**src/rtl/res_station_pkg.sv**
```systemverilog
// Shared types for the reservation-station slice: FSM states, operand record, default widths.
// Latency: n/a (types and constants only).
// Backpressure: n/a.
//
// Package tomasula_types
//   DATA_W / TAG_W / OP_W : default operand, ROB-tag and ALU-op widths
//   rs_state_t            : station occupancy state
//   operand_t             : one source operand {ready, value, producing tag}
package tomasula_types;

  localparam int DATA_W = 32;
  localparam int TAG_W  = 3;
  localparam int OP_W   = 4;

  typedef enum logic [1:0] {
    EMPTY = 2'd0,
    WAIT  = 2'd1,
    READY = 2'd2
  } rs_state_t;

  typedef struct packed {
    logic              rdy;
    logic [DATA_W-1:0] val;
    logic [TAG_W-1:0]  tag;
  } operand_t;

endpackage

```
**src/rtl/res_station_operand.sv**
```systemverilog
// One source-operand slot: captures value/tag at load, then snoops the CDB until resolved.
// Latency: a CDB hit is visible on val one cycle later; rdy_nxt is the combinational next ready bit.
// Backpressure: none; the owning station decides when capture and snooping are allowed.
//
// Ports
//   clk, rst                              : clock, synchronous active-high reset
//   load                                  : capture src_* this cycle (already qualified by the station)
//   src_rdy_i / src_val_i / src_tag_i     : incoming operand from the instruction queue
//   snoop                                 : station is waiting; CDB captures are allowed
//   cdb_valid_i / cdb_tag_i / cdb_val_i   : common data bus broadcast
//   rdy_nxt                               : ready bit as it will be after this clock edge
//   val                                   : held operand value
// Optional: RS_CDB_BYPASS_EN lets a same-cycle CDB broadcast resolve a pending operand at load.
module rs_operand #(
  parameter int DATA_W = 32,
  parameter int TAG_W  = 3
) (
  input  logic              clk,
  input  logic              rst,
  input  logic              load,
  input  logic              src_rdy_i,
  input  logic [DATA_W-1:0] src_val_i,
  input  logic [TAG_W-1:0]  src_tag_i,
  input  logic              snoop,
  input  logic              cdb_valid_i,
  input  logic [TAG_W-1:0]  cdb_tag_i,
  input  logic [DATA_W-1:0] cdb_val_i,
  output logic              rdy_nxt,
  output logic [DATA_W-1:0] val
);

  logic              rdy_q;
  logic [DATA_W-1:0] val_q;
  logic [TAG_W-1:0]  tag_q;
  logic              rdy_d;
  logic [DATA_W-1:0] val_d;
  logic [TAG_W-1:0]  tag_d;

  always_comb begin
    rdy_d = rdy_q;
    val_d = val_q;
    tag_d = tag_q;
    if (load) begin
      rdy_d = src_rdy_i;
      val_d = src_val_i;
      tag_d = src_tag_i;
`ifdef RS_CDB_BYPASS_EN
      // The producer is broadcasting in the very cycle we are loaded.
      if (!src_rdy_i && cdb_valid_i && (cdb_tag_i == src_tag_i)) begin
        rdy_d = 1'b1;
        val_d = cdb_val_i;
      end
`endif
    end else if (snoop && !rdy_q && cdb_valid_i && (cdb_tag_i == tag_q)) begin
      // Once resolved, later broadcasts of the same tag are stale and ignored.
      rdy_d = 1'b1;
      val_d = cdb_val_i;
    end
  end

  always_ff @(posedge clk) begin
    if (rst) begin
      rdy_q <= 1'b0;
      val_q <= '0;
      tag_q <= '0;
    end else begin
      rdy_q <= rdy_d;
      val_q <= val_d;
      tag_q <= tag_d;
    end
  end

  assign rdy_nxt = rdy_d;
  assign val     = val_q;

endmodule

```
**src/rtl/res_station.sv**
```systemverilog
// Single-entry Tomasulo reservation station: holds one op until both sources resolve, then issues.
// Latency: load->fu_valid_o 1 cycle if both sources ready; last CDB hit->fu_valid_o 1 cycle.
// Backpressure: fu_valid_o holds with stable op/operands/tag until fu_ready_i; empty only after fire.
//
// Ports
//   clk, rst                                  : clock, synchronous active-high reset (beats flush)
//   load, op_i, dest_tag_i, src{1,2}_*        : entry from the instruction queue, taken only when empty
//   cdb_valid_i, cdb_tag_i, cdb_val_i         : common data bus broadcast
//   flush_i                                   : squash the entry; beats load, CDB capture and fire
//   fu_ready_i                                : functional unit accepts the issued op
//   empty                                     : station free (to the queue's routing logic)
//   fu_valid_o, fu_op_o, fu_a_o, fu_b_o, fu_tag_o : issued operation
// Optional: define RS_CDB_BYPASS_EN to resolve pending sources from a CDB broadcast in the load cycle.
module res_station #(
  parameter int DATA_W = tomasula_types::DATA_W,
  parameter int TAG_W  = tomasula_types::TAG_W,
  parameter int OP_W   = tomasula_types::OP_W
) (
  input  logic              clk,
  input  logic              rst,
  input  logic              load,
  input  logic [OP_W-1:0]   op_i,
  input  logic [TAG_W-1:0]  dest_tag_i,
  input  logic              src1_rdy_i,
  input  logic [DATA_W-1:0] src1_val_i,
  input  logic [TAG_W-1:0]  src1_tag_i,
  input  logic              src2_rdy_i,
  input  logic [DATA_W-1:0] src2_val_i,
  input  logic [TAG_W-1:0]  src2_tag_i,
  input  logic              cdb_valid_i,
  input  logic [TAG_W-1:0]  cdb_tag_i,
  input  logic [DATA_W-1:0] cdb_val_i,
  input  logic              flush_i,
  input  logic              fu_ready_i,
  output logic              empty,
  output logic              fu_valid_o,
  output logic [OP_W-1:0]   fu_op_o,
  output logic [DATA_W-1:0] fu_a_o,
  output logic [DATA_W-1:0] fu_b_o,
  output logic [TAG_W-1:0]  fu_tag_o
);

  import tomasula_types::*;

  rs_state_t        state_q, state_d;
  logic [OP_W-1:0]  op_q;
  logic [TAG_W-1:0] dest_q;
  logic             load_acc;
  logic             snoop;
  logic             a_rdy_nxt, b_rdy_nxt;

  // A load is only honoured into an empty station; flush squashes it too.
  assign load_acc = load && (state_q == EMPTY) && !flush_i;
  assign snoop    = (state_q == WAIT) && !flush_i;

  rs_operand #(.DATA_W(DATA_W), .TAG_W(TAG_W)) u_src1 (
    .clk         (clk),
    .rst         (rst),
    .load        (load_acc),
    .src_rdy_i   (src1_rdy_i),
    .src_val_i   (src1_val_i),
    .src_tag_i   (src1_tag_i),
    .snoop       (snoop),
    .cdb_valid_i (cdb_valid_i),
    .cdb_tag_i   (cdb_tag_i),
    .cdb_val_i   (cdb_val_i),
    .rdy_nxt     (a_rdy_nxt),
    .val         (fu_a_o)
  );

  rs_operand #(.DATA_W(DATA_W), .TAG_W(TAG_W)) u_src2 (
    .clk         (clk),
    .rst         (rst),
    .load        (load_acc),
    .src_rdy_i   (src2_rdy_i),
    .src_val_i   (src2_val_i),
    .src_tag_i   (src2_tag_i),
    .snoop       (snoop),
    .cdb_valid_i (cdb_valid_i),
    .cdb_tag_i   (cdb_tag_i),
    .cdb_val_i   (cdb_val_i),
    .rdy_nxt     (b_rdy_nxt),
    .val         (fu_b_o)
  );

  always_comb begin
    state_d = state_q;
    case (state_q)
      EMPTY: if (load_acc) state_d = (a_rdy_nxt && b_rdy_nxt) ? READY : WAIT;
      WAIT:  if (a_rdy_nxt && b_rdy_nxt) state_d = READY;
      READY: if (fu_ready_i) state_d = EMPTY;
      default: state_d = EMPTY;
    endcase
    if (flush_i) state_d = EMPTY;
  end

  always_ff @(posedge clk) begin
    if (rst) begin
      state_q <= EMPTY;
      op_q    <= '0;
      dest_q  <= '0;
    end else begin
      state_q <= state_d;
      if (load_acc) begin
        op_q   <= op_i;
        dest_q <= dest_tag_i;
      end
    end
  end

  assign empty      = (state_q == EMPTY);
  assign fu_valid_o = (state_q == READY);
  assign fu_op_o    = op_q;
  assign fu_tag_o   = dest_q;

  // Upstream must only route to this station while it reports empty.
  a_no_load_when_busy : assert property (
    @(posedge clk) disable iff (rst) !(load && !flush_i && (state_q != EMPTY))
  );

endmodule

```
**config.mk**
```make
export PLATFORM = sky130hd
export DESIGN_NAME = res_station
export DESIGN_NICKNAME = d
export VERILOG_FILES = /design/src/rtl/res_station_pkg.sv /design/src/rtl/res_station_operand.sv /design/src/rtl/res_station.sv
export SDC_FILE = /design/constraint.sdc
export NUM_CORES = 1
export LEC_CHECK = 0
export BUFFER_PORTS_ARGS = -buffer_cell sky130_fd_sc_hd__buf_4
export CAP_MARGIN = 20
export CORE_ASPECT_RATIO = 1.75
export CORE_MARGIN = 2
export CORE_UTILIZATION = 47
export DETAILED_ROUTE_END_ITERATION = 8
export PLACE_DENSITY = 0.87
export SYNTH_ARGS = -nofsm -noshare
export SYNTH_HDL_FRONTEND = slang
export SYNTH_HIERARCHICAL = 1
export SYNTH_SLANG_ARGS = --single-unit
```
**constraint.sdc**
```tcl
create_clock -name clk -period 4.65 [get_ports clk]
set_input_delay 0.2325 -clock clk [delete_from_list [all_inputs] [get_ports clk]]
set_output_delay 0.2325 -clock clk [all_outputs]
set_load 0.05 [all_outputs]
```
==> metrics, run 1 <==
status finished clean; post-cts repair resize count 0; initial antenna violation count 0; Via-to-Cell Ratio 5.03; diodes inserted 0; maximum clock path buffer count 2; VDD IR max about 0.20 mV; hpwl dp 8500 um; GR Layer Usage met2 between 40 and 50%; clk_skew about 0.0076 ns; die area 10400 um2; Max Transition Viols Final 0; Clk Latency, worst-skew pair between 0.3 and 0.4 ns; Seq. cell area around 1600 um2; GRT Total Usage ~22%; final hold violations 0; most common cell after layout, fill and taps aside buf_4; Initial Util roughly half; Final Cycle Share 53.5%; syn_area_per_cell between 10 and 15 um2; first-pass GRT wire length 18400 um; drt pass-1 iters 4; placed instance area a little under 6000 um2; 1st-iter DRT viols around 110; Seq/Total Area, Yosys around 36%; cell area after synthesis roughly 4500 um2; CTS Buf Count 9; Post-DRT Antenna Nets 0; count of final setup violators 0; Core Region ~9400 um2; gr ovfl total 0; CTS Root Buffer Type clkbuf_16; leakage roughly 2.8 nW; critical path startpoint category flip-flop; hold_buf cts 0; cell area after layout ~6000 um2; leading cell types in the layout, fill and taps excluded buf_4, nor2_1, dfxtp_1, mux2i_1, nor2b_1; post-route setup TNS 0 ns; drt drc 0; max_slew headroom about 34%; CP Class flip-flop to flip-flop; hold crit path type primary input to flip-flop; Tightest Pin Transition 0.983 ns; dpl ws 2.14 ns; M3 GR Usage 5.28%; crit path max fanout a little under 50; row cnt between 40 and 50; detail-routed net length per standard cell approximately 16 um; Unique masters post-synth 24; Buffers on Ports roughly 190; Synth Instances 425; Final #Nets 721; Vias around 3700; register bit count reported by yosys 81; fraction of layout cells with a size suffix above 1 between 40% and 50%; most used routing layer met2; PwrDens approximately 310 nW/um2; RSZ-0062 raised after global routing false; largest net degree at the start of global routing approximately 100; Routed WL between 10000 and 15000 um; Req. time, crit path between 4 and 5 ns; area grow syn2layout 37.5%; Crit. End Element flip-flop; met1 usage a little under a quarter; Worst EP arrival about 2.7 ns; io pins 193; syn nets about 550; min Tclk post-route approximately 2.5 ns; vias in the first global route slightly below 4000; Setup Buffers After CTS 0; setup ws final 2.16 ns; maximum capacitance violations 0; htree depth 3; chip width a little under 80 um; Multi-input gate area roughly 2700 um2; clock-pin transition on the worst setup and hold timing paths roughly 0.060 ns; fmax approximately 400 MHz; CTS tree done; Die Ht around 130 um; Clock Sinks 81; Yosys Warn Count 6; FILL cells about 730; Placer Congestion 0.847
[layout make-up]
| cell class | instances | share of cell area, % |
|---|---|---|
| Timing Repair Buffer | 195 | 23.7 |
| Tap cell | 122 | 2.47 |
| Multi-Input combinational cell | 314 | 43.1 |
| Clock buffer | 9 | 3.65 |
| Sequential cell | 81 | 26.3 |
| Clock inverter | 7 | 0.770 |
[synth_stat cells]
cell	instances	share of area, %
buf_2	4	0.45
o22ai_1	1	0.14
nor3b_1	1	0.17
nor2b_1	68	9.5
clkbuf_1	13	1.1
mux2_4	60	20
nor2_1	81	6.8
nand2_1	2	0.17
a41o_4	2	0.95
dfxtp_1	81	36
a21oi_1	2	0.22
and3b_1	2	0.39
o211a_1	1	0.22
buf_8	6	2.0
buf_4	6	1.0
buf_6	1	0.25
xnor2_1	6	1.2
nor3_1	1	0.11
mux2i_1	77	17
nand4_1	2	0.28
nor4b_2	1	0.33
mux2_2	4	1.0
a211oi_1	2	0.33
o21ai_0	1	0.11
[logic make-up (layout without fill, tap and decap cells)]
kind of cell           count (synthesis)  in the layout  share of synthesized area, %
AND/OR/NAND/NOR                      158            158                          17.7
multiplexers                         141            141                          38.2
flip-flops                            81             81                          36.1
buffers and inverters                 30            211                          4.79
AO/OA/AOI/OAI                          9              9                          1.98
XOR/XNOR                               6              6                          1.17
[routing by layer]
layer	part of all wire [%]	vias to the layer above
met1	37	1724
met5	0	-
met2	55	123
met3	4.5	32
met4	3.9	0
li1	-	1784
[path summary, 6_finish.rpt]
kind	end	slack (ns)	cells past startpoint	startpoint
setup / recovery	u_src1/val[22]	2.16	4	state_q[1]
hold / removal	u_src2/tag_q[0]	0.13	3	src2_tag_i[0]
setup reg to reg	u_src1/val[22]	2.16	4	state_q[1]
hold reg to reg	fu_op_o[1]	0.50	2	fu_op_o[1]
[flip-flops by register name, indices dropped and copies added (netlist names)]
signal,flops
u_src2/tag_q,3
state_q,2
fu_op_o,4
u_src1/tag_q,3
u_src2/val,32
fu_tag_o,3
u_src1/val,32
u_src1/rdy_q,1
u_src2/rdy_q,1
[worst max-delay path, stage by stage, from the launching register on]
cell,delay (ns)
dfxtp_1,0.37
nor4b_4,0.32
buf_4,0.64
a41o_4,0.58
mux2_2,0.40
[metrics by stage]
step / hold WS, ns / utilization, % / total power [mW] / std cells
4_1_cts: 0.123 / 66.0 / 1.92 / 728
3_3_place_gp: 0.466 / 63.1 / 1.25 / 712
2_1_floorplan: 0.370 / - / 1.10 / 425
5_1_grt: 0.130 / 66.0 / 1.98 / 728
3_5_place_dp: 0.476 / 63.1 / 1.27 / 712
6_report: 0.134 / 66.0 / 1.90 / 728
[where the power goes]
part / switching [mW] / internal [mW]
logic: 0.272 / 0.225
registers: 0.0221 / 0.735
clock network: 0.284 / 0.359
Power figures use the tool's default switching activity.
==> inputs of run 2 (changes only) <==
ABC_AREA = 1   (was not set)
CORE_UTILIZATION = 44   (was 47)
PLACE_DENSITY = 0.86   (was 0.87)
clock period = 2.2 ns   (was 4.65 ns; I/O delays follow)
==> metrics, run 2 <==
status finished clean; RSZ-0062 raised after global routing false; Via-to-Cell Ratio 4.88 (-2.9%); Clock Sinks 81 (unchanged); Vias 5109 (+39%); CTS tree done; Setup Buffers After CTS 0 (unchanged); final hold violations 0 (unchanged); chip width 80.4 um (+3.3%); Tot Pwr 4.69 mW (+150%); htree depth 3 (unchanged); detail-routed net length per standard cell 13.8 um (-14%); Post-synth ARST share 0% (unchanged); reg-to-reg critical path endpoint u_src1/val[31]; R2R cell count 8 (+4); GRT Total Usage 25.0% (+2.7 points); critical path startpoint category flip-flop; hpwl dp 10500 um (+23%); diodes inserted 0 (unchanged); max_slew headroom 31.9% (-2.6 points); count of final setup violators 0 (unchanged); Final Cycle Share 83.8% (+30 points); FILL cells 929 (+27%); clk_skew 0.00737 ns (-0.000178 ns); Post-DRT Antenna Nets 0 (unchanged); Placer Congestion 0.944 (+11%); area grow syn2layout 38.4%; first-pass GRT wire length 21100 um (+15%); Max Transition Viols Final 0 (unchanged); end of the critical path u_src1/val[31]; Initial Util 45.4% (-2.6 points); Multi-input gate area 2230 um2 (-16%); Worst R2R Start state_q[0]; maximum clock path buffer count 2 (unchanged); min Tclk post-route 1.84 ns (-0.647 ns); CP Class flip-flop to flip-flop; Yosys Warn Count 6 (unchanged); register bit count reported by yosys 81 (unchanged); die area 11100 um2 (+6.7%); VDD IR max 0.509 mV (+150%); Worst EP arrival 2.06 ns (-0.65 ns); 1st-iter DRT viols 262 (+140%); Req. time, crit path 2.42 ns (-2.45 ns); post-route setup TNS 0 ns (unchanged); Final #Nets 1036 (+44%); Synth area leader dfxtp_1; Clk Latency, worst-skew pair 0.33 ns (about the same); leakage 3.48 nW (+23%); FF-to-FF setup slack 0.36 ns (-1.80 ns); Seq. cell area 1620 um2 (unchanged); Synth Instances 755 (+78%); drt pass-1 iters 5 (+1); Buffers on Ports 192 (unchanged); count leader, synth nand2_1; CTS Root Buffer Type clkbuf_16; row cnt 48 (+2.1%); CTS Buf Count 9 (unchanged); Synth area leaders dfxtp_1, nand2_1, nand3_1; crit path max fanout 64 (+31%); fmax 543 MHz (+35%); Crit. End Element flip-flop; Post-synth top flop dfxtp_1; Synth top area share 36.1% (-0.060 points); io pins 193 (unchanged); hold_ws 0.0107 ns (-0.124 ns); initial antenna violation count 0 (unchanged); Seq/Total Area, Yosys 36.1% (-0.060 points); leading cell types in the layout, fill and taps excluded nand2_1, buf_4, nor2_1, inv_1, dfxtp_1; number of synthesized flops with an enable pin 0 (unchanged); syn nets 875 (+61%); Die Ht 138 um (+3.3%); clock-pin transition on the worst setup and hold timing paths 0.06 ns (about the same); fraction of layout cells with a size suffix above 1 24.5% (-21 points); Unique masters post-synth 18 (-25%); Core Region 9910 um2 (+6.0%); cell area after synthesis 4500 um2 (+0.17%); Routed WL 14400 um (+24%); Tightest Pin Transition 1.01 ns (+0.0323 ns); maximum capacitance violations 0 (unchanged); most common cell after layout, fill and taps aside nand2_1; hold crit path type primary input to flip-flop; vias in the first global route 4387 (+12%); hold_sp dest_tag_i[1]; Commonest cells post-synth nand2_1, nor2_1, inv_1; syn_area_per_cell 5.96 um2 (-44%); Worst Setup SP state_q[0]; drt drc 0 (unchanged); PwrDens 754 nW/um2 (+150%); gr ovfl total 0 (unchanged); largest net degree at the start of global routing 103 (-0.96%)
-- run 2: changes by cell type in the layout (fill, tap and decap cells not counted), moves of 5 or more --
| cell | delta |
|---|---|
| a21oi_1 | +70 |
| clkinvlp_4 | -5 |
| inv_1 | +85 |
| mux2_4 | -60 |
| mux2i_1 | -77 |
| nand2_1 | +277 |
| nand3_1 | +73 |
| nor2_1 | +7 |
| nor2b_1 | -68 |
| o21ai_1 | +8 |
| xnor2_1 | -6 |
-- run 2: power breakdown --
part	total [mW]	internal (mW)	switching (mW)
registers	1.66	1.59	0.0694
logic	1.35	0.482	0.864
clock network	1.68	1.06	0.620
total	4.69	3.14	1.55
-- run 2: area by class of cell --
cell class              instances  share of cell area, %
repair buffers                200                   24.6
multi-input cells             532                   35.8
clock buffers                  11                   4.06
well taps                     125                   2.51
clock inverters                 5                   1.39
inverters                      92                   5.63
flip-flops and latches         81                   26.1
-- run 2: cells by family (layout without fill, tap and decap cells) --
| group | Yosys count | count (layout) | synth area share, % |
|---|---|---|---|
| AND/OR/NAND/NOR | 447 | 447 | 40.0 |
| AO/OA/AOI/OAI | 85 | 85 | 9.46 |
| buffers and inverters | 142 | 308 | 14.5 |
| flip-flops | 81 | 81 | 36.1 |
-- run 2: per-layer routing --
layer,vias to the layer above,global-route usage [%],share of wire (%)
met5,-,0,0
met4,0,12.0,3.9
met3,37,5.44,7.9
met2,245,46.9,53
met1,2206,25.6,35
li1,2621,-,-
-- run 2: worst max-delay path: stages, from the launching register on --
cell     delay, ns
dfxtp_1       0.41
inv_1         0.11
nor3_1        0.23
nand3_1       0.12
nor2_1        0.14
nand2_2       0.07
buf_4         0.31
a21oi_1       0.24
nor2_1        0.06
-- run 2: timing repair --
action | CTS | global route
endpoints found under the hold margin | 2 | 0
resized for setup | 0 | 0
hold buffers | 1 | 0
-- run 2: how the worst min path moves through the flow --
stage | to | slack [ns] | depth (start not counted)
after floorplan | u_src1/rdy_q | 0.18 | 1
after global placement | u_src1/rdy_q | 0.34 | 2
after detailed placement | u_src1/rdy_q | 0.34 | 2
after CTS | fu_tag_o[1] | 0.003 | 3
after global routing | fu_tag_o[0] | 0.04 | 3
final | fu_tag_o[1] | 0.01 | 3
-- run 2: through the flow --
step	util, %	cell area [um2]	setup WS, ns	std cells
after detailed placement	59.3	5870	0.431	1029
after CTS	62.8	6220	0.415	1046
final	62.8	6220	0.357	1046
after global routing	62.8	6220	0.185	1046
after global placement	59.3	5870	0.478	1029
after floorplan	-	4500	0.194	755
==> inputs of run 3 (changes only) <==
CORE_UTILIZATION = 47   (was 44)
PLACE_DENSITY = 0.87   (was 0.86)
clock period = 1.91 ns   (was 2.2 ns; I/O delays follow)
==> metrics, run 3 (synthesis gave the netlist of run 2 again) <==
PwrDens 856 nW/um2 (+14%); first-pass GRT wire length 20500 um (-2.7%); vias in the first global route 4222 (-3.8%); Die Ht 133 um (-3.2%); row cnt 47 (-2.1%); hpwl dp 9650 um (-8.0%); cell area after layout 6250 um2 (+0.50%); io pins 193 (unchanged); most common cell after layout, fill and taps aside nand2_1; CTS Root Buffer Type clkbuf_16; Max Transition Viols Final 0 (unchanged); RSZ-0062 raised after global routing true; min Tclk post-route 1.70 ns; Via-to-Cell Ratio 4.79 (-1.9%); chip width 77.9 um (-3.1%); leakage 3.50 nW (+0.36%); hold crit path type primary input to flip-flop; Clk Latency, worst-skew pair 0.34 ns (about the same); setup ws final 0.214 ns (-0.143 ns); drt pass-1 iters 5 (unchanged); post-route setup TNS 0 ns (unchanged); CTS Buf Count 9 (unchanged); placed instance area 5910 um2 (+0.53%); CTS tree done; die area 10400 um2 (-6.1%); dpl ws 0.0941 ns (-0.337 ns); Req. time, crit path 2.13 ns (-0.29 ns); clk_skew 0.00633 ns (-0.00105 ns); area grow syn2layout 39.1%; Worst EP arrival 1.91 ns (-0.15 ns); Vias 5006 (-2.0%); Final #Nets 1039 (+0.29%); 1st-iter DRT viols 350 (+34%); crit path max fanout 35 (-45%); GRT Total Usage 25.0% (-0.028 points); drt drc 0 (unchanged); Final Cycle Share around 89%; maximum clock path buffer count 2 (unchanged); Clock Sinks 81 (unchanged); clock-pin transition on the worst setup and hold timing paths 0.06 ns (about the same); critical path startpoint category primary input; final hold violations 0 (unchanged); count of final setup violators 0 (unchanged); fmax roughly 590 MHz; status finished clean; Buffers on Ports 192 (unchanged); leading cell types in the layout, fill and taps excluded nand2_1, buf_4, nor2_1, inv_1, dfxtp_1; Routed WL 13300 um (-8.0%); detail-routed net length per standard cell 12.7 um (-7.9%); gr ovfl total 0 (unchanged); Tightest Pin Transition 0.929 ns (-0.0863 ns); largest net degree at the start of global routing 78 (-24%); Initial Util 47.8% (+2.4 points); Post-DRT Antenna Nets 0 (unchanged); diodes inserted 0 (unchanged); Setup Buffers After CTS 0 (unchanged); Placer Congestion 0.861 (-8.8%); Tot Pwr 5.35 mW (+14%); initial antenna violation count 0 (unchanged); fraction of layout cells with a size suffix above 1 25.0% (+0.49 points); Core Region 9410 um2 (-5.1%); FILL cells 838 (-9.8%); VDD IR max 0.529 mV (+4.0%); maximum capacitance violations 0 (unchanged); max_slew headroom 37.7% (+5.8 points); htree depth 3 (unchanged); CP Class primary input to flip-flop; Crit. End Element flip-flop
## run 3: cell types whose count changed in the layout (fill, tap and decap cells not counted), sizes merged
cell,delta
clkinv,-1
clkinvlp,+1
buf,+3
inv,-1
## run 3: cell type report
| type | count | area [um2] | share of cell area (%) |
|---|---|---|---|
| Inverter | 92 | 353 | 5.64 |
| Timing Repair Buffer | 203 | 1560 | 25.0 |
| Tap cell | 122 | 153 | 2.44 |
| Clock buffer | 11 | 253 | 4.04 |
| Clock inverter | 4 | 76.3 | 1.22 |
| Multi-Input combinational cell | 532 | 2230 | 35.7 |
| Sequential cell | 81 | 1620 | 26.0 |
## run 3: per-layer routing
layer  track usage (%)  vias up  wire length [um]
met5                 0        -                 0
met4              11.7        0               459
met3              3.93       27               686
met2              41.0      173              6680
met1              31.8     2175              5460
li1                  -     2631                 -
## run 3: worst paths after layout
path,startpoint,to,slack [ns],depth (start not counted)
max,rst,u_src2/tag_q[2],0.21,5
min,op_i[0],fu_op_o[0],0.01,3
max reg2reg,state_q[0],state_q[0],0.22,12
min reg2reg,u_src2/tag_q[0],u_src2/tag_q[0],0.47,2
## run 3: metrics by stage
| step | utilization [%] | hold slack [ns] | std cells |
|---|---|---|---|
| 2_1_floorplan | - | 0.168 | 755 |
| 3_5_place_dp | 62.8 | 0.323 | 1029 |
| 4_1_cts | 66.4 | 0.00243 | 1045 |
| 5_1_grt | 66.5 | 0.0338 | 1045 |
| 3_3_place_gp | 62.8 | 0.320 | 1029 |
| 6_report | 66.5 | 0.0127 | 1045 |
## run 3: report_power, final
group / internal (mW) / leakage (nW) / switching [mW]
clock network: 1.21 / 0.158 / 0.681
logic: 0.564 / 2.67 / 0.982
registers: 1.83 / 0.668 / 0.0819
total: 3.61 / 3.50 / 1.74
## run 3: repair_timing
item | 4_1_cts | 5_1_grt
endpoints found under the hold margin | 2 | 0
endpoints found under the setup margin | 0 | 66
hold buffers | 1 | 0
gates resized for setup | 0 | 5
## run 3: worst max-delay path, cell delays in order
cell and delay, ns:
dlygate4sd3_1 0.55, buf_4 0.15, clkinv_1 0.72, o21ai_1 0.33, a21oi_1 0.06
